File: config.mk
export PLATFORM = sky130hd
export DESIGN_NAME = alu_result_stage
export DESIGN_NICKNAME = d
export VERILOG_FILES = /design/src/rtl/alu_result_stage.sv
export SDC_FILE = /design/constraint.sdc
export NUM_CORES = 1
export LEC_CHECK = 0
export ABC_AREA = 1
export CELL_PAD_IN_SITES_DETAIL_PLACEMENT = 0
export CELL_PAD_IN_SITES_GLOBAL_PLACEMENT = 1
export CORE_MARGIN = 10
export CORE_UTILIZATION = 35
export CTS_BUF_LIST = sky130_fd_sc_hd__clkbuf_4
export CTS_CLUSTER_SIZE = 25
export DETAILED_ROUTE_END_ITERATION = 8
export PLACE_DENSITY_LB_ADDON = 0.05
export REMOVE_ABC_BUFFERS = 1
export SYNTH_ARGS = -nofsm -noshare
export SYNTH_HDL_FRONTEND = slang
export SYNTH_SLANG_ARGS = --single-unit
File: constraint.sdc
create_clock -name clk -period 2.06 [get_ports clk]
set_input_delay 0.309 -clock clk [delete_from_list [all_inputs] [get_ports clk]]
set_output_delay 0.309 -clock clk [all_outputs]
set_load 0.02 [all_outputs]
File: src/rtl/alu_result_stage.sv
// Registered output stage behind the 16-bit ALU: 2-entry skid buffer for result/flags,
// plus sticky flag accumulation and a saturating overflow-event counter.
module alu_result_stage #(
   parameter int BW    = 16,
   parameter int CNT_W = 8
) (
   input  logic             clk,
   input  logic             rst,
   input  logic             in_valid,
   output logic             in_ready,
   input  logic [BW-1:0]    in_data,
   input  logic [2:0]       in_flags,
   output logic             out_valid,
   input  logic             out_ready,
   output logic [BW-1:0]    out_data,
   output logic [2:0]       out_flags,
   input  logic             sticky_clr,
   output logic [2:0]       sticky_flags,
   output logic [CNT_W-1:0] ovf_count
);

   typedef enum logic [1:0] {
      EMPTY = 2'd0,
      ONE   = 2'd1,
      TWO   = 2'd2
   } state_t;

   localparam logic [CNT_W-1:0] CNT_ONE = CNT_W'(1);
   localparam logic [CNT_W-1:0] CNT_MAX = '1;

   state_t             r_state;
   state_t             w_next_state;
   logic [BW-1:0]      r_main_data;
   logic [2:0]         r_main_flags;
   logic [BW-1:0]      r_skid_data;
   logic [2:0]         r_skid_flags;
   logic [2:0]         r_sticky;
   logic [CNT_W-1:0]   r_ovf_count;
   logic               w_accept;
   logic               w_drain;

   assign w_accept = in_valid && in_ready;
   assign w_drain  = out_valid && out_ready;

   always_ff @(posedge clk or posedge rst) begin
      if (rst) begin
         r_state <= EMPTY;
      end else begin
         r_state <= w_next_state;
      end
   end

   always_comb begin
      w_next_state = r_state;
      case (r_state)
         EMPTY: begin
            if (w_accept) w_next_state = ONE;
         end
         ONE: begin
            if (w_accept && !w_drain)      w_next_state = TWO;
            else if (!w_accept && w_drain) w_next_state = EMPTY;
         end
         TWO: begin
            if (w_drain) w_next_state = ONE;
         end
         default: w_next_state = EMPTY;
      endcase
   end

   // Handshakes decode registered state only, so in_ready has no path from out_ready.
   always_comb begin
      in_ready  = (r_state != TWO);
      out_valid = (r_state != EMPTY);
   end

   always_ff @(posedge clk or posedge rst) begin
      if (rst) begin
         r_main_data  <= '0;
         r_main_flags <= '0;
         r_skid_data  <= '0;
         r_skid_flags <= '0;
      end else begin
         case (r_state)
            EMPTY: begin
               if (w_accept) begin
                  r_main_data  <= in_data;
                  r_main_flags <= in_flags;
               end
            end
            ONE: begin
               if (w_accept && w_drain) begin
                  r_main_data  <= in_data;
                  r_main_flags <= in_flags;
               end else if (w_accept) begin
                  r_skid_data  <= in_data;
                  r_skid_flags <= in_flags;
               end
            end
            TWO: begin
               if (w_drain) begin
                  r_main_data  <= r_skid_data;
                  r_main_flags <= r_skid_flags;
               end
            end
            default: begin
               r_main_data  <= r_main_data;
               r_main_flags <= r_main_flags;
            end
         endcase
      end
   end

   assign out_data  = r_main_data;
   assign out_flags = r_main_flags;

   // A clear coinciding with an accept restarts accumulation from that entry.
   always_ff @(posedge clk or posedge rst) begin
      if (rst) begin
         r_sticky    <= '0;
         r_ovf_count <= '0;
      end else if (sticky_clr) begin
         r_sticky    <= w_accept ? in_flags : 3'b000;
         r_ovf_count <= (w_accept && in_flags[2]) ? CNT_ONE : '0;
      end else if (w_accept) begin
         r_sticky <= r_sticky | in_flags;
         if (in_flags[2] && (r_ovf_count != CNT_MAX)) begin
            r_ovf_count <= r_ovf_count + CNT_ONE;
         end
      end
   end

   assign sticky_flags = r_sticky;
   assign ovf_count    = r_ovf_count;

endmodule

== After elaboration in Yosys (flattened, before gate mapping) ==
Cells that the tools add are included.

* Add/sub/neg operators: 1
* Equal/unequal tests: 8
* Muxes and demuxes: 20
* Bitwise gates (word level): 2
* Reductions and logical operators: 18

{| class="wikitable"
|+ Operator list
! cell !! number
|-
| $mux 16 || 3
|-
| $pmux 16 s3 || 1
|-
| $mux 8 || 3
|-
| $mux 3 || 6
|-
| $pmux 3 s3 || 1
|-
| $add 8x1->8 const B || 1
|-
| $mux 2 || 4
|-
| $ne 2x2->1 const B || 4
|-
| $ne 8x8->1 const B || 1
|-
| $logic_and 1x1->1 || 7
|-
| $pmux 2 s3 || 1
|-
| $reduce_and 3->1 || 2
|-
| $reduce_bool 2->1 || 3
|-
| $reduce_and 4->1 || 1
|-
| $ne 3x3->1 const B || 1
|-
| $or 3x3->3 || 1
|-
| $reduce_bool 3->1 || 1
|-
| $eq 2x1->1 const B || 1
|-
| $eq 2x2->1 const B || 1
|-
| $logic_not 1->1 || 2
|-
| $logic_not 2->1 || 1
|-
| $reduce_and 2->1 || 1
|-
| $mux 1 || 1
|-
| $not 1->1 || 1
|}

* Bits in registers: 51
* Input port bits: 24
* Output and inout port bits: 32

== Longest topological paths before layout ==
* Word-level depth: 7
* Depth in mapped cells: 9

== Worst setup path before layout ==
No wires, ideal clock.

* Path kind: reg-to-reg
* From: register r_ovf_count[0], in the netlist ovf_count[0]
* To: register r_ovf_count[0], in the netlist ovf_count[0]
* Library setup time: 121 ps
* Data arrival time: 1284 ps
* Setup slack: 655 ps
* Cell stages (with the launch flop): 8
* Buffers on the path: 0
* Clock period less this slack: 1405 ps
* Cell sequence: dfrtp_1 -> ha_1 -> nand2_1 -> nor2_2 -> a21oi_4 -> nor2_4 -> nand2_1 -> nand2_1

* Longest elaborated chain between the ends: 4

{| class="wikitable"
|+ Ends and longest elaborated chain
! element !! RTL line !! text
|-
| start, declared || 38 || <nowiki>logic [CNT_W-1:0] r_ovf_count;</nowiki>
|-
| start signal, assigned || 123 || <nowiki>r_ovf_count <= (w_accept && in_flags[2]) ? CNT_ONE : '0;</nowiki>
|-
| start signal, assigned || 127 || <nowiki>r_ovf_count <= r_ovf_count + CNT_ONE;</nowiki>
|-
| $add 8x1->8 or $ne 8x8->1 (tied branches) || 127, 126 ||
|-
| $mux 8 or $logic_and 1x1->1 (tied branches) || 126 || <nowiki>if (in_flags[2] && (r_ovf_count != CNT_MAX)) begin</nowiki>
|-
| $mux 8 or $reduce_bool 2->1 (tied branches) || - ||
|-
| $mux 8 or $reduce_and 2->1 (tied branches) || - ||
|}

Parallel ways exist; a longest one is shown, timed or not. The select of a mux whose other input is x is not followed.
A chain may end at the register's enable or synchronous reset.

== Final worst setup path ==
* From: register r_state[1]
* To: output out_valid

* Longest elaborated chain between the ends: 1

{| class="wikitable"
|+ Ends and longest elaborated chain
! element !! RTL line !! text
|-
| start, declared || 31 || <nowiki>state_t r_state;</nowiki>
|-
| start signal, assigned || 49 || <nowiki>r_state <= w_next_state;</nowiki>
|-
| $reduce_bool 2->1 || 73 || <nowiki>out_valid = (r_state != EMPTY);</nowiki>
|-
| end, declared || 13 || <nowiki>output logic out_valid,</nowiki>
|}

Every way passes these cells.

==> flow_metrics.env <==
export IMPL_pin_count=56
export IMPL_grt_ovfl_total=0
export IMPL_setup_viol=0
export IMPL_critPathMaxStageDelay_ps=540
export IMPL_max_freq_ghz=0.523
export IMPL_peakVddDrop_uv=602
export IMPL_required_ps=1750
export IMPL_maxSlewViolCount=0
export IMPL_slowest_stage="clkdlybuf4s50_1"
export IMPL_die_w_um=103
export IMPL_worst_slew_pin_slew_ps=382
export IMPL_synth_cell_types=27
export IMPL_p_total_mw=3.99
export IMPL_gp_congestion=0.787
export IMPL_path_cells="nor2_2 -> inv_2 -> clkdlybuf4s50_1"
export IMPL_hold_viol_final=0
export IMPL_synth_seq_cells=51
export IMPL_antenna_found_initial=0
export IMPL_arrival_ps=1600
export IMPL_synth_top_cell_area_share_pct=52.7
export IMPL_initialDrtViolationCount=48
export IMPL_dp_slack_ps=315
export IMPL_synthCells=284
export IMPL_endpoint_kind="primary output"
export IMPL_placementRows=30
export IMPL_power_density_nw_per_um2=1280
export IMPL_cts_tree="yes"
export IMPL_reg2reg_depth=7
export IMPL_status="finished clean"
export IMPL_grt_setup_unrepaired="no"
export IMPL_min_path_type="in2async"
export IMPL_vias=1954
export IMPL_cts_root_buf="clkbuf_4"
export IMPL_grt_pass1_wl_um=9380
export IMPL_synth_area_leader_cell="dfrtp_1"
export IMPL_relSlewSlack_pct=74.5
export IMPL_wl_per_cell_um=13.2
export IMPL_grt_max_degree=52
export IMPL_leakagePower_nw=1.55
export IMPL_area_delta_synth_final_pct=28.2
export IMPL_layout_commonest_cell="nand2_1"
export IMPL_ctsResizeCount=0
export IMPL_dr_pass1_iters=6
export IMPL_ys_warnings_count=0
export IMPL_final_seq_area_sq_um=1280
export IMPL_multiInputGateArea_sq_um=917
export IMPL_ctsLongestPathBuffers=2
export IMPL_layout_common_cells="nand2_1, clkdlybuf4s50_1, dfrtp_1"
export IMPL_grt_pass1_vias=1896
export IMPL_path_buf_inv=2
export IMPL_skew_ps=21.5
export IMPL_syn_area_sq_um=2420
export IMPL_cts_max_level=2
export IMPL_ant_nets=0
export IMPL_post_cts_buffers=0
export IMPL_cp_depth=3
export IMPL_drc=0
export IMPL_cap_viol_max_count=0
export IMPL_ff2ff_setup_slack_ps=580
export IMPL_cts_sinks=51
export IMPL_yosysSeqAreaShare_pct=52.7
export IMPL_rr_startpoint="ovf_count[0]$_DFFE_PP0P_"
export IMPL_postCtsHoldBufs=0
export IMPL_synth_avg_cell_area_sq_um=8.53
export IMPL_nFillCells=702
export IMPL_detail_route_vias_per_cell=4.67
export IMPL_numCtsBuffers=5
export IMPL_crit_family="buffers and inverters"
export IMPL_dieArea_sq_um=10600
export IMPL_worstReg2RegEnd="ovf_count[0]$_DFFE_PP0P_"
export IMPL_dp_final_hpwl_um=3840
export IMPL_tns_ps=0
export IMPL_cts_clk_slew_worst_paths_ps=150
export IMPL_antenna_cells=0
export IMPL_fin_crit_sh_pct=92.8
export IMPL_fin_crit_ps=1910
export IMPL_finalWorstSetupSlack_ps=149
export IMPL_die_h_um=103
export IMPL_drive_gt1_share_pct=9.76
export IMPL_wirelength_um=5500
export IMPL_path_class="reg2out"
export IMPL_initial_core_util_pct=35.9
export IMPL_grt_usage_pct=11.1
export IMPL_clkLatencyLatePin_ps=360
export IMPL_cp_max_fo=4
export IMPL_synthTopCellsByArea="dfrtp_1, nand2_1, o21ai_0"
export IMPL_final_nets=364
export IMPL_io_buffers=55
export IMPL_crit_path_start_kind="flip-flop"
export IMPL_coreArea_sq_um=6760
power breakdown:
part           internal, mW  switching [mW]
sequential             1.40           0.221
combinational         0.763            1.04
clock                 0.264           0.301
total                  2.43            1.56
worst max-delay path by stage:
| stage | start | endpoint |
|---|---|---|
| CTS | r_state[1]$_DFFE_PP0P_ | out_valid |
| global route | r_state[1]$_DFFE_PP0P_ | out_valid |
| global placement | in_valid | out_data[13]$_DFFE_PP0P_ |
| finish | r_state[1]$_DFFE_PP0P_ | out_valid |
| floorplan | r_state[1]$_DFFE_PP0P_ | r_skid_data[15]$_DFFE_PP0P_ |
| detailed placement | in_valid | out_data[1]$_DFFE_PP0P_ |
worst register-to-register path: cells and delay by family, from the launching register on:
kind / cells / cell delay, ps
DFF: 1 / 450
and+or+nand+nor: 5 / 390
AOI/OAI and AO/OA: 1 / 310
adders and majority gates: 1 / 240
cell usage after synthesis (all sizes together):
cell / n
nand3: 10
buf: 8
nor3: 1
ha: 2
clkbuf: 4
nand2: 89
nand4: 4
nor2: 14
inv: 35
xor2: 1
a21o: 1
o21ai: 59
o22ai: 1
a21oi: 4
dfrtp: 51
metal layers:
| layer | GRT usage (%) | wire [um] | vias up |
|---|---|---|---|
| met1 | 14.7 | 2650 | 895 |
| met3 | 3.79 | 360 | 5 |
| li1 | - | - | 1012 |
| met4 | 2.89 | 57 | 0 |
| met5 | 0 | 0 | - |
| met2 | 16.9 | 2440 | 42 |
kinds of logic after synthesis:
logic type / share of synthesized area [%]
AO/OA/AOI/OAI: 15.8
AND/OR/NAND/NOR: 20.7
flip-flops: 52.7
XOR/XNOR: 0.362
buffers and inverters: 9.45
adder cells (fa/ha/maj): 1.03
through the flow:
stage | utilization (%) | instance area, sq um | hold WS [ps] | std cells
final | 46.0 | 3110 | 288 | 418
after global routing | 46.0 | 3110 | 289 | 418
after CTS | 46.0 | 3110 | 283 | 418
after detailed placement | 44.9 | 3030 | 462 | 411
after global placement | 44.9 | 3030 | 460 | 411
after floorplan | - | 2320 | 421 | 272
final cells by class:
| class | count | share of cell area, % |
|---|---|---|
| sequential | 51 | 41.1 |
| tap | 80 | 3.22 |
| multi-input combinational | 186 | 29.5 |
| timing repair buffer | 59 | 19.5 |
| clock inverter | 1 | 0.967 |
| clock buffer | 6 | 1.45 |
| inverter | 35 | 4.23 |
flip-flops by register name, summed over array words and instances, names as in the netlist:
signal and cells:
r_skid_data 16, r_state 2, out_data 16, ovf_count 8, out_flags 3, sticky_flags 3, r_skid_flags 3
(Power assumes the default switching activity.)
